$ cat config.mk
export PLATFORM = sky130hd
export DESIGN_NAME = test
export DESIGN_NICKNAME = d
export VERILOG_FILES = /design/src/rtl/test_pkg.sv /design/src/rtl/test_bitscan.sv /design/src/rtl/test.sv
export SDC_FILE = /design/constraint.sdc
export NUM_CORES = 2
export LEC_CHECK = 0
export BUFFER_PORTS_ARGS = -buffer_cell sky130_fd_sc_hd__buf_2
export CORE_UTILIZATION = 55
export DETAILED_ROUTE_END_ITERATION = 10
export HOLD_SLACK_MARGIN = 0.1
export PLACE_DENSITY = 0.75
export SLEW_MARGIN = 20
export SYNTH_ARGS = -nofsm -noshare
export SYNTH_HDL_FRONTEND = slang
export SYNTH_SLANG_ARGS = --single-unit
export TNS_END_PERCENT = 10
$ cat constraint.sdc
create_clock -name clk -period 154.2 [get_ports clk]
set_clock_uncertainty 0.2 [all_clocks]
set_input_delay 0 -clock clk [delete_from_list [all_inputs] [get_ports clk]]
set_output_delay 0 -clock clk [all_outputs]
set_load 0.05 [all_outputs]
$ cat src/rtl/test_pkg.sv
`default_nettype none
// ============================================================================
//  Module  : test_pkg
//  Brief   : Shared widths and bit offsets of the analysis word.
//  Rev     : 1.0  initial release
// ============================================================================
package test_pkg;

    localparam int WIDTH = 100;
    localparam int CW    = 7;

    localparam int c_pop_lsb  = 0;
    localparam int c_hi_lsb   = 7;
    localparam int c_lo_lsb   = 14;
    localparam int c_zero_bit = 21;
    localparam int c_par_bit  = 22;
    localparam int c_ones_bit = 23;
    localparam int c_lzc_lsb  = 24;
    localparam int c_tzc_lsb  = 31;
    localparam int c_long_lsb = 38;
    localparam int c_runs_lsb = 45;
    localparam int c_pad_lsb  = 52;

endpackage
`default_nettype wire

$ cat src/rtl/test_bitscan.sv
`default_nettype none
// ============================================================================
//  Module  : test_bitscan
//  Brief   : Finds the lowest set bit index of a vector plus a found flag.
//  Rev     : 1.0  initial release
// ============================================================================
module test_bitscan #(
    parameter int WIDTH = 100
) (
    input  logic [WIDTH-1:0]       i_vec,
    output logic [test_pkg::CW-1:0] o_idx,
    output logic                   o_vld
);
    import test_pkg::*;

    // Scanning downward lets the lowest set bit be the last one written.
    always_comb begin
        o_idx = '0;
        o_vld = 1'b0;
        for (int i = WIDTH - 1; i >= 0; i--) begin
            if (i_vec[i]) begin
                o_idx = CW'(i);
                o_vld = 1'b1;
            end
        end
    end

endmodule
`default_nettype wire

$ cat src/rtl/test.sv
`default_nettype none
// ============================================================================
//  Module  : test
//  Brief   : Registered bit-statistics word (counts, scans, runs) of a.
//  Rev     : 1.0  initial release
// ============================================================================
module test #(
    parameter int WIDTH = 100
) (
    input  logic             clk,
    input  logic             rst,
    input  logic [WIDTH-1:0] a,
    output logic [WIDTH-1:0] b
);
    import test_pkg::*;

    localparam logic [CW-1:0] c_max_idx   = CW'(WIDTH - 1);
    localparam logic [CW-1:0] c_empty_cnt = CW'(WIDTH);

    logic [WIDTH-1:0] w_rev;
    logic [CW-1:0]    w_lo_idx;
    logic             w_lo_vld;
    logic [CW-1:0]    w_hi_raw;
    logic             w_hi_vld;

    logic [CW-1:0]    w_pop;
    logic [CW-1:0]    w_run;
    logic [CW-1:0]    w_long;
    logic [CW-1:0]    w_runs;
    logic             w_prev;
    logic [CW-1:0]    w_hi;
    logic [CW-1:0]    w_lzc;
    logic [CW-1:0]    w_tzc;
    logic [WIDTH-1:0] w_next;
    logic [WIDTH-1:0] r_b;

    generate
        for (genvar g = 0; g < WIDTH; g++) begin : g_rev
            assign w_rev[g] = a[WIDTH-1-g];
        end
    endgenerate

    test_bitscan #(.WIDTH(WIDTH)) u_scan_lo (
        .i_vec (a),
        .o_idx (w_lo_idx),
        .o_vld (w_lo_vld)
    );

    // Lowest set bit of the reversed word is the leading-zero count of a.
    test_bitscan #(.WIDTH(WIDTH)) u_scan_hi (
        .i_vec (w_rev),
        .o_idx (w_hi_raw),
        .o_vld (w_hi_vld)
    );

    always_comb begin
        w_pop  = '0;
        w_run  = '0;
        w_long = '0;
        w_runs = '0;
        w_prev = 1'b0;
        for (int i = 0; i < WIDTH; i++) begin
            if (a[i]) begin
                w_pop = w_pop + 7'd1;
                w_run = w_run + 7'd1;
                if (w_run > w_long) begin
                    w_long = w_run;
                end
                if (!w_prev) begin
                    w_runs = w_runs + 7'd1;
                end
            end else begin
                w_run = '0;
            end
            w_prev = a[i];
        end

        w_hi  = w_hi_vld ? (c_max_idx - w_hi_raw) : '0;
        w_lzc = w_hi_vld ? w_hi_raw : c_empty_cnt;
        w_tzc = w_lo_vld ? w_lo_idx : c_empty_cnt;

        w_next                        = '0;
        w_next[c_pop_lsb  +: CW]      = w_pop;
        w_next[c_hi_lsb   +: CW]      = w_hi;
        w_next[c_lo_lsb   +: CW]      = w_lo_idx;
        w_next[c_zero_bit]            = ~w_lo_vld;
        w_next[c_par_bit]             = ^a;
        w_next[c_ones_bit]            = &a;
        w_next[c_lzc_lsb  +: CW]      = w_lzc;
        w_next[c_tzc_lsb  +: CW]      = w_tzc;
        w_next[c_long_lsb +: CW]      = w_long;
        w_next[c_runs_lsb +: CW]      = w_runs;
    end

    always_ff @(posedge clk) begin
        if (rst) begin
            r_b <= '0;
        end else begin
            r_b <= w_next;
        end
    end

    assign b = r_b;

endmodule
`default_nettype wire

Word-level counts from Yosys, hierarchy flattened
Index checks and enable logic that the tools add are counted. W data, S select, Z words.

Mux-type cells: 996. $lt $le $gt $ge: 99. Bitwise logic cells: 2. Add/subtract/negate cells: 296. Reduce and logical (&&, ||, !) cells: 4.

Operators by type and width (number): $mux W7 (795); $add A7 B1 Y7 const B (295); $gt A7 B7 Y1 (99); $mux W1 (201); $reduce_and A100 Y1 (1); $reduce_xor A100 Y1 (1); $sub A7 B7 Y7 const A (1); $reduce_or A2 Y1 (2); $not A1 Y1 (2).

Word-level logic and storage cells: 1401. Input port bits: 102. Output and inout port bits: 100. Flip-flop bits (word level): 100.

Depth between registers and ports, before layout
Depth in word-level cells: 299. Depth in mapped cells: 969. Depth with buffers taken out: 931.

Cells and area by module
Synthesis repeated with hierarchy kept, for this count alone.

Cells, all modules: 11753. Area, all modules: 80419.6 µm².

By module, submodules not included: test (area each 77692.0 µm², seq. area each 1041.0 µm², cells each 11281, times used 1); test_bitscan (area each 1363.8 µm², seq. area each 0.0 µm², cells each 236, times used 2).

Least setup slack after synthesis
Ideal clock, no wire load.

Path type: in2reg. Start point: input a[0]. End point: register r_b[38], in the netlist b[38]. Path slack: -5.667 ns. Stages on the path: 901. Setup time: 0.058 ns. Data arrival time: 159.610 ns. Data required time: 153.942 ns. Path buffers: 48. Cell sequence: inv_1 -> ha_1 -> ha_1 -> and3b_1 -> buf_6 -> nand3_1 -> ha_1 -> inv_1 -> ha_1 -> nand4_1 -> nand2_1 -> a21oi_1 -> mux2i_1 -> inv_1 -> ha_1 -> nor2b_1 -> o21a_1 -> o21a_1 -> [... 865 more ...] -> o21ai_0 -> nand2_1 -> o21ai_0 -> a41o_2 -> clkbuf_8 -> o22ai_1 -> a31o_2 -> ha_1 -> nor2b_1 -> o21a_1 -> o21ai_0 -> nand2_1 -> o21ai_0 -> a41o_2 -> clkbuf_8 -> inv_1 -> a21oi_1 -> o21a_1.

Word-level cells in the longest chain between the ends: 299. Elaborated cells between the ends (all ways): 495. Those cells by class: 99 x add/sub; 99 x order compare; 297 x mux.

RTL lines: from (decl) (line test.sv:12) `input logic [WIDTH-1:0] a,`; $mux W1 (*) (line test.sv:63) `if (a[i]) begin`; $add A7 B1 Y7 (line test.sv:65) `w_run = w_run + 7'd1;`; $gt A7 B7 Y1 (line test.sv:66) `if (w_run > w_long) begin`; $mux W7 (line test.sv:66); $mux W7 (line test.sv:63); $gt A7 B7 Y1 (line test.sv:66); $mux W7 (line test.sv:66); $mux W7 (line test.sv:63); [... 283 more ...]; $mux W7 (line test.sv:66); $mux W7 (line test.sv:63); $gt A7 B7 Y1 (line test.sv:66); $mux W7 (line test.sv:66); $mux W7 (line test.sv:63); $gt A7 B7 Y1 (line test.sv:66); $mux W7 (line test.sv:66); $mux W7 (*) (line test.sv:63); to (signal assigned) (line test.sv:99) `r_b <= w_next;`; to (decl) (line test.sv:35) `logic [WIDTH-1:0] r_b;`.

Every way passes the cells marked *; elsewhere a longest branch is shown, timed or not. A chain may end at the register's enable or synchronous reset.

==> results.md <==
- Status: complete, no violations
- Cell family with most CP delay: compound AO/OA/AOI/OAI gates
- CP max stage delay: ~0.66 ns
- Hold slack: between 0.15 and 0.2 ns
- Most numerous cell on the critical path: nand2_1
- Rows: between 100 and 150
- DRC violations left: 0
- Critical Path AT: 149.39 ns
- Post-Place Cells: between 10k and 15k
- Slowest cell on the critical path: or4b_2
- Wire length on met2: roughly 130 mm
- Synthesized area per cell: 6.658 µm²
- First-pass GRT wire length: 437.5 mm
- Initial Util: roughly 56%
- Clk sinks: 52
- Fraction of registers with async set/reset: 0%
- Final Hold Vio Count: 0
- Root Driver: clkbuf_16
- Vias in the first global route: about 84k
- Reg clk slew, reported paths: between 0.1 and 0.15 ns
- Total GRT Usage: ~37%
- Post-synth EDFFs: 0
- Post-route setup slack: 4.863 ns
- Register bit total from synthesis: between 50 and 60
- Wl on met1: about 120 mm
- Gpl congestion: 1.014
- GRT overflow: 0
- Mapped Area: a little under 0.08 mm²
- Router iterations before antenna repair: 8
- Initial antenna violation count: 15
- DIE AREA: ~0.14 mm²
- Vert. Die Dim: 377.6 µm
- DIE WIDTH: between 300 and 400 µm
- DR WL/cell: 20.56 µm
- Worst Path Required: between 150 and 200 ns
- Slew HR: roughly an eighth
- Met3 Routed Length: approximately 23 mm
- Final setup fails: 0
- Core ar.: 0.1397 mm²
- Setup Total Neg Slack: 0 ns
- CTS tree: built
- Slew Limit Fails: 0
- Share of cells above drive strength 1: 16.32%
- Peak fanout along the critical path: 10
- Final Cycle Share: between 90 and 100%
- # nets final: ~13k
- Max_cap viols: 0
- Post-synthesis sequential area ratio: under 10%
- Dpl hpwl: around 220 mm
- Yosys warnings: 0
- CP bufs+invs: 106
- Top_reg_cell synth: dfxtp_1
- Vias/cell: approximately 6.6
- Number of flip-flops in the largest register: between 50 and 60
- Setup crit end kind: flop
- Synth cell types: 180
- Pre-CTS setup slack: -7.337 ns
- Minimum clock period: 149.34 ns
- H-tree levels: 2
- Topmost layer with routed signal wires: met5
- Startpoint types: primary input
- Area growth, synth to finish: 10.84%
- Mapped Cells: between 10k and 15k
- Hold Path Class: in -> reg
- Fmax: about 0.0067 GHz
- IO buf count: about 150
- Routed Antenna Nets: 0
- Clock Path Buffers: 2
- Final std cells w/o fill: between 10k and 15k
- Worst-margin pin slew: 1.283 ns
- CP Class: in -> reg
- CTS buffer count: 5
- Initial drt markers: 9780
- Total Wirelength: 285.0 mm
- Routed vias: 91.51k
- Largest net degree at the start of global routing: 53
- Fill cells: between 10k and 15k
- IO Count: 202
==> area by class of cell <==
class,instances,area [µm²],area share [%]
multi-input combinational,10490,74430,86.55
inverter,699,2648,3.078
timing repair buffer,733,5336,6.205
timing repair inverter,1,7.507,0.008729
sequential,52,1041,1.210
clock inverter,2,38.79,0.04510
tap,1876,2347,2.729
antenna,9,22.52,0.02619
clock buffer,6,128.9,0.1498
==> path summary, 6_finish.rpt <==
check                 start  endpoint  slack (ns)  cells after the start
worst min-delay path  a[79]     b[23]        0.15                      4
worst max-delay path   a[0]     b[42]        4.86                   1158
==> cell families (layout without fill, tap and decap cells) <==
logic type,count (synthesis),after routing,share of synthesized area (%)
simple gates,4673,4674,29.09
compound gates,3445,3454,29.31
buf+inv,1238,1441,7.932
xor+xnor,983,983,12.74
fa+ha+maj,936,936,15.06
mux,324,324,4.523
flops,52,52,1.342
other cells,2,123,0.009679
==> cells in the final DEF (no fill, tap or decap), drive strengths merged, types with 87 or more instances in the layout <==
| cell type | instances |
|---|---|
| nor3 | 276 |
| conb | 114 |
| or2 | 107 |
| nand2 | 1504 |
| o211ai | 100 |
| a211oi | 104 |
| o31ai | 87 |
| nand2b | 107 |
| inv | 676 |
| nand3 | 399 |
| a31oi | 164 |
| xnor2 | 690 |
| o21a | 177 |
| ha | 925 |
| nor2b | 244 |
| a21o | 140 |
| a21oi | 828 |
| buf | 724 |
| and3 | 130 |
| o21ai | 959 |
| and2 | 166 |
| mux2 | 143 |
| nand4 | 148 |
| xor2 | 281 |
| mux2i | 179 |
| nor2 | 1155 |
==> cells in the mapped netlist (81+ instances only) <==
master	n	area share, %
a211oi_1	99	0.96
a21o_1	129	1.2
a21oi_1	819	5.3
a31oi_1	157	1.3
and2_1	140	1.1
and3_1	112	0.90
clkbuf_1	295	1.4
clkbuf_8	98	1.7
ha_1	925	15
inv_1	648	3.1
mux2_2	141	2.0
mux2i_1	169	2.2
nand2_1	1493	7.2
nand2b_1	107	0.86
nand3_1	397	2.6
nand4_1	147	1.2
nor2_1	1148	5.6
nor2b_1	243	2.0
nor3_1	269	1.7
nor4_1	81	0.65
o211ai_1	95	0.92
o21a_1	176	1.7
o21ai_0	898	5.8
o31ai_1	83	0.80
or2_2	97	0.78
xnor2_1	609	6.9
xor2_1	251	2.8
==> metal layers <==
metal	up-vias	track usage, %
met2	4562	61.52
met4	14	14.04
met5	-	0
met1	43090	47.41
li1	42990	-
met3	851	3.911
==> what timing repair did <==
action                     CTS  global route
pin swaps                    6           215
hold endpoints to repair    14             0
buffers inserted            36           222
gates cloned                 4            17
hold buffers                 8             0
resized for setup          108           811
setup endpoints to repair    7             7
==> stage by stage <==
stage | utilization (%) | cell area [µm²]
after global routing | 61.55 | 85980
after detailed placement | 57.29 | 80040
after CTS | 58.01 | 81040
after floorplan | - | 78160
final | 61.56 | 86000
after global placement | 57.29 | 80040
Power is left out: the tool's default activity adds up to more than one toggle a clock period on the data nets, which glitch-free logic cannot reach.
